$ cat config.mk
export PLATFORM = sky130hd
export DESIGN_NAME = key_debouncer_flat
export DESIGN_NICKNAME = d
export VERILOG_FILES = /design/src/rtl/key_debouncer_pkg.sv /design/src/rtl/key_debouncer_if.sv /design/src/rtl/key_debouncer_ch.sv /design/src/rtl/key_debouncer.sv /design/src/flat_wrapper.sv
export SDC_FILE = /design/constraint.sdc
export NUM_CORES = 1
export LEC_CHECK = 0
export CAP_MARGIN = 10
export CORE_ASPECT_RATIO = 1.4
export CORE_UTILIZATION = 58
export CTS_CLUSTER_DIAMETER = 200
export CTS_CLUSTER_SIZE = 28
export DETAILED_ROUTE_END_ITERATION = 16
export MAX_ROUTING_LAYER = met4
export PLACE_DENSITY = 0.78
export SLEW_MARGIN = 20
export SYNTH_ARGS = -nofsm -noshare
export SYNTH_HDL_FRONTEND = slang
export SYNTH_HIERARCHICAL = 1
export SYNTH_SLANG_ARGS = --single-unit
$ cat constraint.sdc
create_clock -name CLOCK_50 -period 6.2 [get_ports CLOCK_50]
set_input_delay 1.86 -clock CLOCK_50 [delete_from_list [all_inputs] [get_ports CLOCK_50]]
set_output_delay 1.86 -clock CLOCK_50 [all_outputs]
set_load 0.005 [all_outputs]
$ cat src/rtl/key_debouncer_pkg.sv
// Shared definitions for the key debouncer: per-channel FSM states,
// stability counter width and the default qualification length.
package key_debouncer_pkg;

  localparam int CNT_W = 20;
  localparam int DEFAULT_DEBOUNCE_CYCLES = 1000000;  // 20 ms at 50 MHz

  typedef enum logic [1:0] {
    UP,
    WAIT_DOWN,
    DOWN,
    WAIT_UP
  } key_state_t;

endpackage

$ cat src/rtl/key_debouncer_if.sv
// Key bus between the pushbutton pins and the debouncer.
//   KEY         raw active-low pushbuttons (driven by master)
//   key_down    debounced level, 1 = pressed (driven by slave)
//   key_press   one-cycle pulse per accepted press (driven by slave)
//   key_release one-cycle pulse per accepted release (driven by slave)
interface key_debouncer_if #(
  parameter int NUM_KEYS = 4
);

  logic [NUM_KEYS-1:0] KEY;
  logic [NUM_KEYS-1:0] key_down;
  logic [NUM_KEYS-1:0] key_press;
  logic [NUM_KEYS-1:0] key_release;

  modport master (
    output KEY,
    input  key_down,
    input  key_press,
    input  key_release
  );

  modport slave (
    input  KEY,
    output key_down,
    output key_press,
    output key_release
  );

endinterface

$ cat src/rtl/key_debouncer_ch.sv
// One debounce channel: two-flop synchronizer, UP/WAIT_DOWN/DOWN/WAIT_UP
// FSM with a stability counter, and registered level/pulse outputs.
//   CLOCK_50    system clock
//   reset       asynchronous, active-high
//   key_n       raw active-low key
//   key_down    debounced level, 1 = pressed
//   key_press   one-cycle pulse on accepted press
//   key_release one-cycle pulse on accepted release
module key_debounce_ch
  import key_debouncer_pkg::*;
#(
  parameter int DEBOUNCE_CYCLES = DEFAULT_DEBOUNCE_CYCLES
) (
  input  logic CLOCK_50,
  input  logic reset,
  input  logic key_n,
  output logic key_down,
  output logic key_press,
  output logic key_release
);

  localparam logic [CNT_W-1:0] LIMIT = CNT_W'(DEBOUNCE_CYCLES);

  logic             sync1;
  logic             sync2;
  key_state_t       state;
  logic [CNT_W-1:0] cnt;
  logic [CNT_W-1:0] cnt_next;
  logic             qualified;

  // The acceptance test looks at the value cnt is about to take, so a
  // stable state with LIMIT == 1 commits on the very first opposite sample
  // and the counter never exceeds LIMIT.
  always_comb begin
    cnt_next  = (state == WAIT_DOWN || state == WAIT_UP) ? cnt + CNT_W'(1) : CNT_W'(1);
    qualified = (cnt_next >= LIMIT);
  end

  always_ff @(posedge CLOCK_50 or posedge reset) begin
    if (reset) begin
      sync1       <= 1'b1;
      sync2       <= 1'b1;
      state       <= UP;
      cnt         <= '0;
      key_down    <= 1'b0;
      key_press   <= 1'b0;
      key_release <= 1'b0;
    end else begin
      sync1       <= key_n;
      sync2       <= sync1;
      key_press   <= 1'b0;
      key_release <= 1'b0;
      unique case (state)
        UP, WAIT_DOWN: begin
          if (!sync2) begin
            if (qualified) begin
              state     <= DOWN;
              cnt       <= '0;
              key_down  <= 1'b1;
              key_press <= 1'b1;
            end else begin
              state <= WAIT_DOWN;
              cnt   <= cnt_next;
            end
          end else begin
            state <= UP;
            cnt   <= '0;
          end
        end
        DOWN, WAIT_UP: begin
          if (sync2) begin
            if (qualified) begin
              state       <= UP;
              cnt         <= '0;
              key_down    <= 1'b0;
              key_release <= 1'b1;
            end else begin
              state <= WAIT_UP;
              cnt   <= cnt_next;
            end
          end else begin
            state <= DOWN;
            cnt   <= '0;
          end
        end
        default: begin
          state <= UP;
          cnt   <= '0;
        end
      endcase
    end
  end

endmodule

$ cat src/rtl/key_debouncer.sv
// Multi-key debouncer: NUM_KEYS independent debounce channels.
//   CLOCK_50  50 MHz system clock
//   reset     asynchronous, active-high
//   bus       key bus (slave): KEY in; key_down, key_press, key_release out
module key_debouncer
  import key_debouncer_pkg::*;
#(
  parameter int DEBOUNCE_CYCLES = DEFAULT_DEBOUNCE_CYCLES,
  parameter int NUM_KEYS        = 4
) (
  input logic           CLOCK_50,
  input logic           reset,
  key_debouncer_if.slave bus
);

  for (genvar i = 0; i < NUM_KEYS; i++) begin : g_ch
    key_debounce_ch #(
      .DEBOUNCE_CYCLES(DEBOUNCE_CYCLES)
    ) u_ch (
      .CLOCK_50   (CLOCK_50),
      .reset      (reset),
      .key_n      (bus.KEY[i]),
      .key_down   (bus.key_down[i]),
      .key_press  (bus.key_press[i]),
      .key_release(bus.key_release[i])
    );
  end

endmodule

$ cat src/flat_wrapper.sv
// flat-port wrapper written by rule: the top's interface ports become plain ports
module key_debouncer_flat import key_debouncer_pkg::*;
#(
  parameter int DEBOUNCE_CYCLES = DEFAULT_DEBOUNCE_CYCLES,
  parameter int NUM_KEYS        = 4
)
  (CLOCK_50, reset, bus_KEY, bus_key_down, bus_key_press, bus_key_release);
  key_debouncer_if #(.NUM_KEYS(NUM_KEYS)) bus_i ();
  input logic CLOCK_50;
  input logic reset;
  input wire logic [$bits(bus_i.KEY)-1:0] bus_KEY;
  output wire logic [$bits(bus_i.key_down)-1:0] bus_key_down;
  output wire logic [$bits(bus_i.key_press)-1:0] bus_key_press;
  output wire logic [$bits(bus_i.key_release)-1:0] bus_key_release;
  assign bus_i.KEY = bus_KEY;
  assign bus_key_down = bus_i.key_down;
  assign bus_key_press = bus_i.key_press;
  assign bus_key_release = bus_i.key_release;
  key_debouncer #(.DEBOUNCE_CYCLES(DEBOUNCE_CYCLES), .NUM_KEYS(NUM_KEYS)) u_core (.CLOCK_50(CLOCK_50), .reset(reset), .bus(bus_i));
endmodule
==> impl_metrics.env <==
export IMPL_synth_seq_cells=108
export IMPL_die_area_mm2=0.0111
export IMPL_crit_type="reg -> out"
export IMPL_synth_ff_type="dfrtp_1"
export IMPL_nets=617
export IMPL_synth_top_family_by_area="simple AND/OR/NAND/NOR gates"
export IMPL_grt_max_degree=28
export IMPL_cellPowerDensity_mw_per_mm2=203
export IMPL_insertion_delay_ps=350
export IMPL_ant_nets=0
export IMPL_initial_utilization_pct=59.7
export IMPL_syn_area_per_cell_um2=10.3
export IMPL_place_hpwl_mm=7.92
export IMPL_cp_max_fo=3
export IMPL_io_buffers=17
export IMPL_post_cts_resized=0
export IMPL_crit_buf_inv=1
export IMPL_worst_pin_slew_ps=961
export IMPL_synthToLayoutAreaGrowth_pct=7.78
export IMPL_fp_row_count=44
export IMPL_first_iter_violations=291
export IMPL_netlist_area_mm2=0.00618
export IMPL_finalMaxSlewViolations=0
export IMPL_clockBufferDepth=2
export IMPL_post_cts_buffers=0
export IMPL_synthAdderAreaFrac_pct=0.810
export IMPL_critPathLaunchType="flop"
export IMPL_finalHoldViolCount=0
export IMPL_grt_pass1_wl_mm=19.7
export IMPL_relSlewSlack_pct=36.0
export IMPL_gp_congestion=0.870
export IMPL_max_stage_delay_ps=510
export IMPL_hp_class="reg -> reg"
export IMPL_syn_inst=602
export IMPL_cp_depth=1
export IMPL_skew_ps=9.46
export IMPL_synth_mux_area_share_pct=2.03
export IMPL_cts_tree="yes"
export IMPL_place_ws_ps=2930
export IMPL_worstReg2RegStart="u_core/g_ch[0].u_ch/cnt[0]"
export IMPL_cp_arrival_ps=1230
export IMPL_drive_gt1_share_pct=19.6
export IMPL_synth_warning_count=6
export IMPL_pin_count=18
export IMPL_layout_common_cells="100 x dfrtp_1, 51 x nor2_1, 39 x xor2_1, 38 x nor2_2, 31 x xnor2_1"
export IMPL_vdd_drop_max_uv=162
export IMPL_fin_crit_sh_pct=49.9
export IMPL_die_h_um=124
export IMPL_groute_usage_overall_pct=23.5
export IMPL_fp_coreArea_mm2=0.0103
export IMPL_setup_viol=0
export IMPL_final_core_util_pct=64.3
export IMPL_crit_family="buffers and inverters"
export IMPL_synth_xor_area_share_pct=9.93
export IMPL_postSynth_asyncResetShare_pct=100
export IMPL_die_w_um=89.2
export IMPL_max_freq_mhz=323
export IMPL_crit_start="u_core/g_ch[3].u_ch/key_down"
export IMPL_rrSetupSlack_ps=3320
export IMPL_drc=0
export IMPL_p_leak_uw=0.00264
export IMPL_drt_pass1_iterations=4
export IMPL_synth_seq_area_share_pct=43.9
export IMPL_hp_start="u_core/g_ch[0].u_ch/sync1"
export IMPL_cts_sinks=108
export IMPL_antennaDiodeCount=0
export IMPL_via_per_inst=5.89
export IMPL_wl_per_cell_um=15.2
export IMPL_fin_ws_ps=3110
export IMPL_vias=4416
export IMPL_cts_max_level=3
export IMPL_cp_data_required_time_ps=4340
export IMPL_wl_mm=11.4
export IMPL_synth_cell_type_count=58
export IMPL_synth_compound_area_share_pct=9.02
export IMPL_fin_crit_ps=3090
export IMPL_first_global_vias=4385
export IMPL_clk_pin_slew_worst_paths_ps=80
export IMPL_cts_hold_buf=0
export IMPL_antenna_found_initial=0
export IMPL_path_cells="clkdlybuf4s50_1"
export IMPL_cts_buffers=9
export IMPL_fin_setup_tns_ps=0
export IMPL_slowest_stage="clkdlybuf4s50_1"
export IMPL_final_common_cell="dfrtp_1"
export IMPL_synth_fp_nets=612
export IMPL_ff2ff_path_depth=7
export IMPL_drv_cap=0
export IMPL_crit_path_end_kind="output port"
export IMPL_rr_endpoint="u_core/g_ch[0].u_ch/cnt[5]"
export IMPL_status="completed"
export IMPL_cp_endpoint="bus_key_down[3]"
export IMPL_cts_root_buf="clkbuf_16"
export IMPL_synth_edff_count=0
export IMPL_yosys_area_share_simple_pct=29.6
export IMPL_grt_overflow=0
export IMPL_rsz0062_at_grt="no"
==> kinds of logic (layout without fill, tap and decap cells) <==
kind of cell,count (synthesis),count (layout)
XOR/XNOR,70,70
AO/OA/AOI/OAI,67,67
adder cells (fa/ha/maj),4,4
flip-flops,108,108
AND/OR/NAND/NOR,284,284
buffers and inverters,57,67
multiplexers,12,12
==> stage by stage <==
stage               total power [µW]  cells  cell area [µm²]  hold WS (ps)
floorplan                        770    602             6180           345
detailed placement               781    734             6350           349
finish                          1350    750             6660           358
CTS                             1360    750             6660           359
global route                    1400    750             6660           361
global placement                 779    734             6350           348
==> worst register-to-register path, delay by kind of cell, from the launching register on <==
family	cells	cell delay [ps]
adder cells (fa/ha/maj)	1	270
flip-flops	1	430
AO/OA/AOI/OAI	3	1540
AND/OR/NAND/NOR	3	490
==> how the worst min path moves through the flow <==
stage / depth (start not counted) / slack (ps) / to
2_1_floorplan: 0 / 350 / u_core/g_ch[0].u_ch/sync2
3_3_place_gp: 0 / 350 / u_core/g_ch[1].u_ch/sync2
3_5_place_dp: 0 / 350 / u_core/g_ch[2].u_ch/sync2
4_1_cts: 0 / 360 / u_core/g_ch[2].u_ch/sync2
5_1_grt: 0 / 360 / u_core/g_ch[2].u_ch/sync2
6_report: 0 / 360 / u_core/g_ch[0].u_ch/sync2
==> power breakdown <==
group          total (µW)  leakage, µW  internal (µW)  switching, µW
Combinational        42.2      0.00103           10.8           31.4
Sequential            725      0.00146            714           11.2
Clock                 584     0.000147            318            266
Total                1350      0.00264           1040            309
==> sequential cells by signal (all words and copies together), names as in the netlist <==
signal	cells
u_core/g_ch.u_ch/key_down	4
u_core/g_ch.u_ch/key_release	4
u_core/g_ch.u_ch/state	8
u_core/g_ch.u_ch/sync1	4
u_core/g_ch.u_ch/sync2	4
u_core/g_ch.u_ch/key_press	4
u_core/g_ch.u_ch/cnt	80
==> cells in the mapped netlist (14+ instances only) <==
cell type	n	area [µm²]
nor2_1	51	191
dfrtp_1	100	2500
xor2_1	39	342
xnor2_1	31	272
nand2_1	27	101
nor3_1	24	120
nand4_1	18	113
inv_1	34	128
nor2_2	38	238
a21oi_1	14	70.1
and3_1	19	119
nand3_1	25	125
==> per-layer routing <==
metal / routed length, µm / track usage [%] / vias up
li1: - / - / 2134
met1: 4880 / 27.8 / 2180
met2: 5900 / 39.0 / 73
met3: 328 / 4.51 / 29
met4: 291 / 10.3 / 0
met5: 0 / - / -
==> area by class of cell <==
class	instances	area [µm²]
clock inverters	6	73.8
well taps	138	173
inverters	34	128
clock buffers	10	229
repair buffers	17	170
multi-input cells	437	3170
fillers	875	3690
flip-flops and latches	108	2710
No activity file was read; power rests on OpenSTA's default activity.
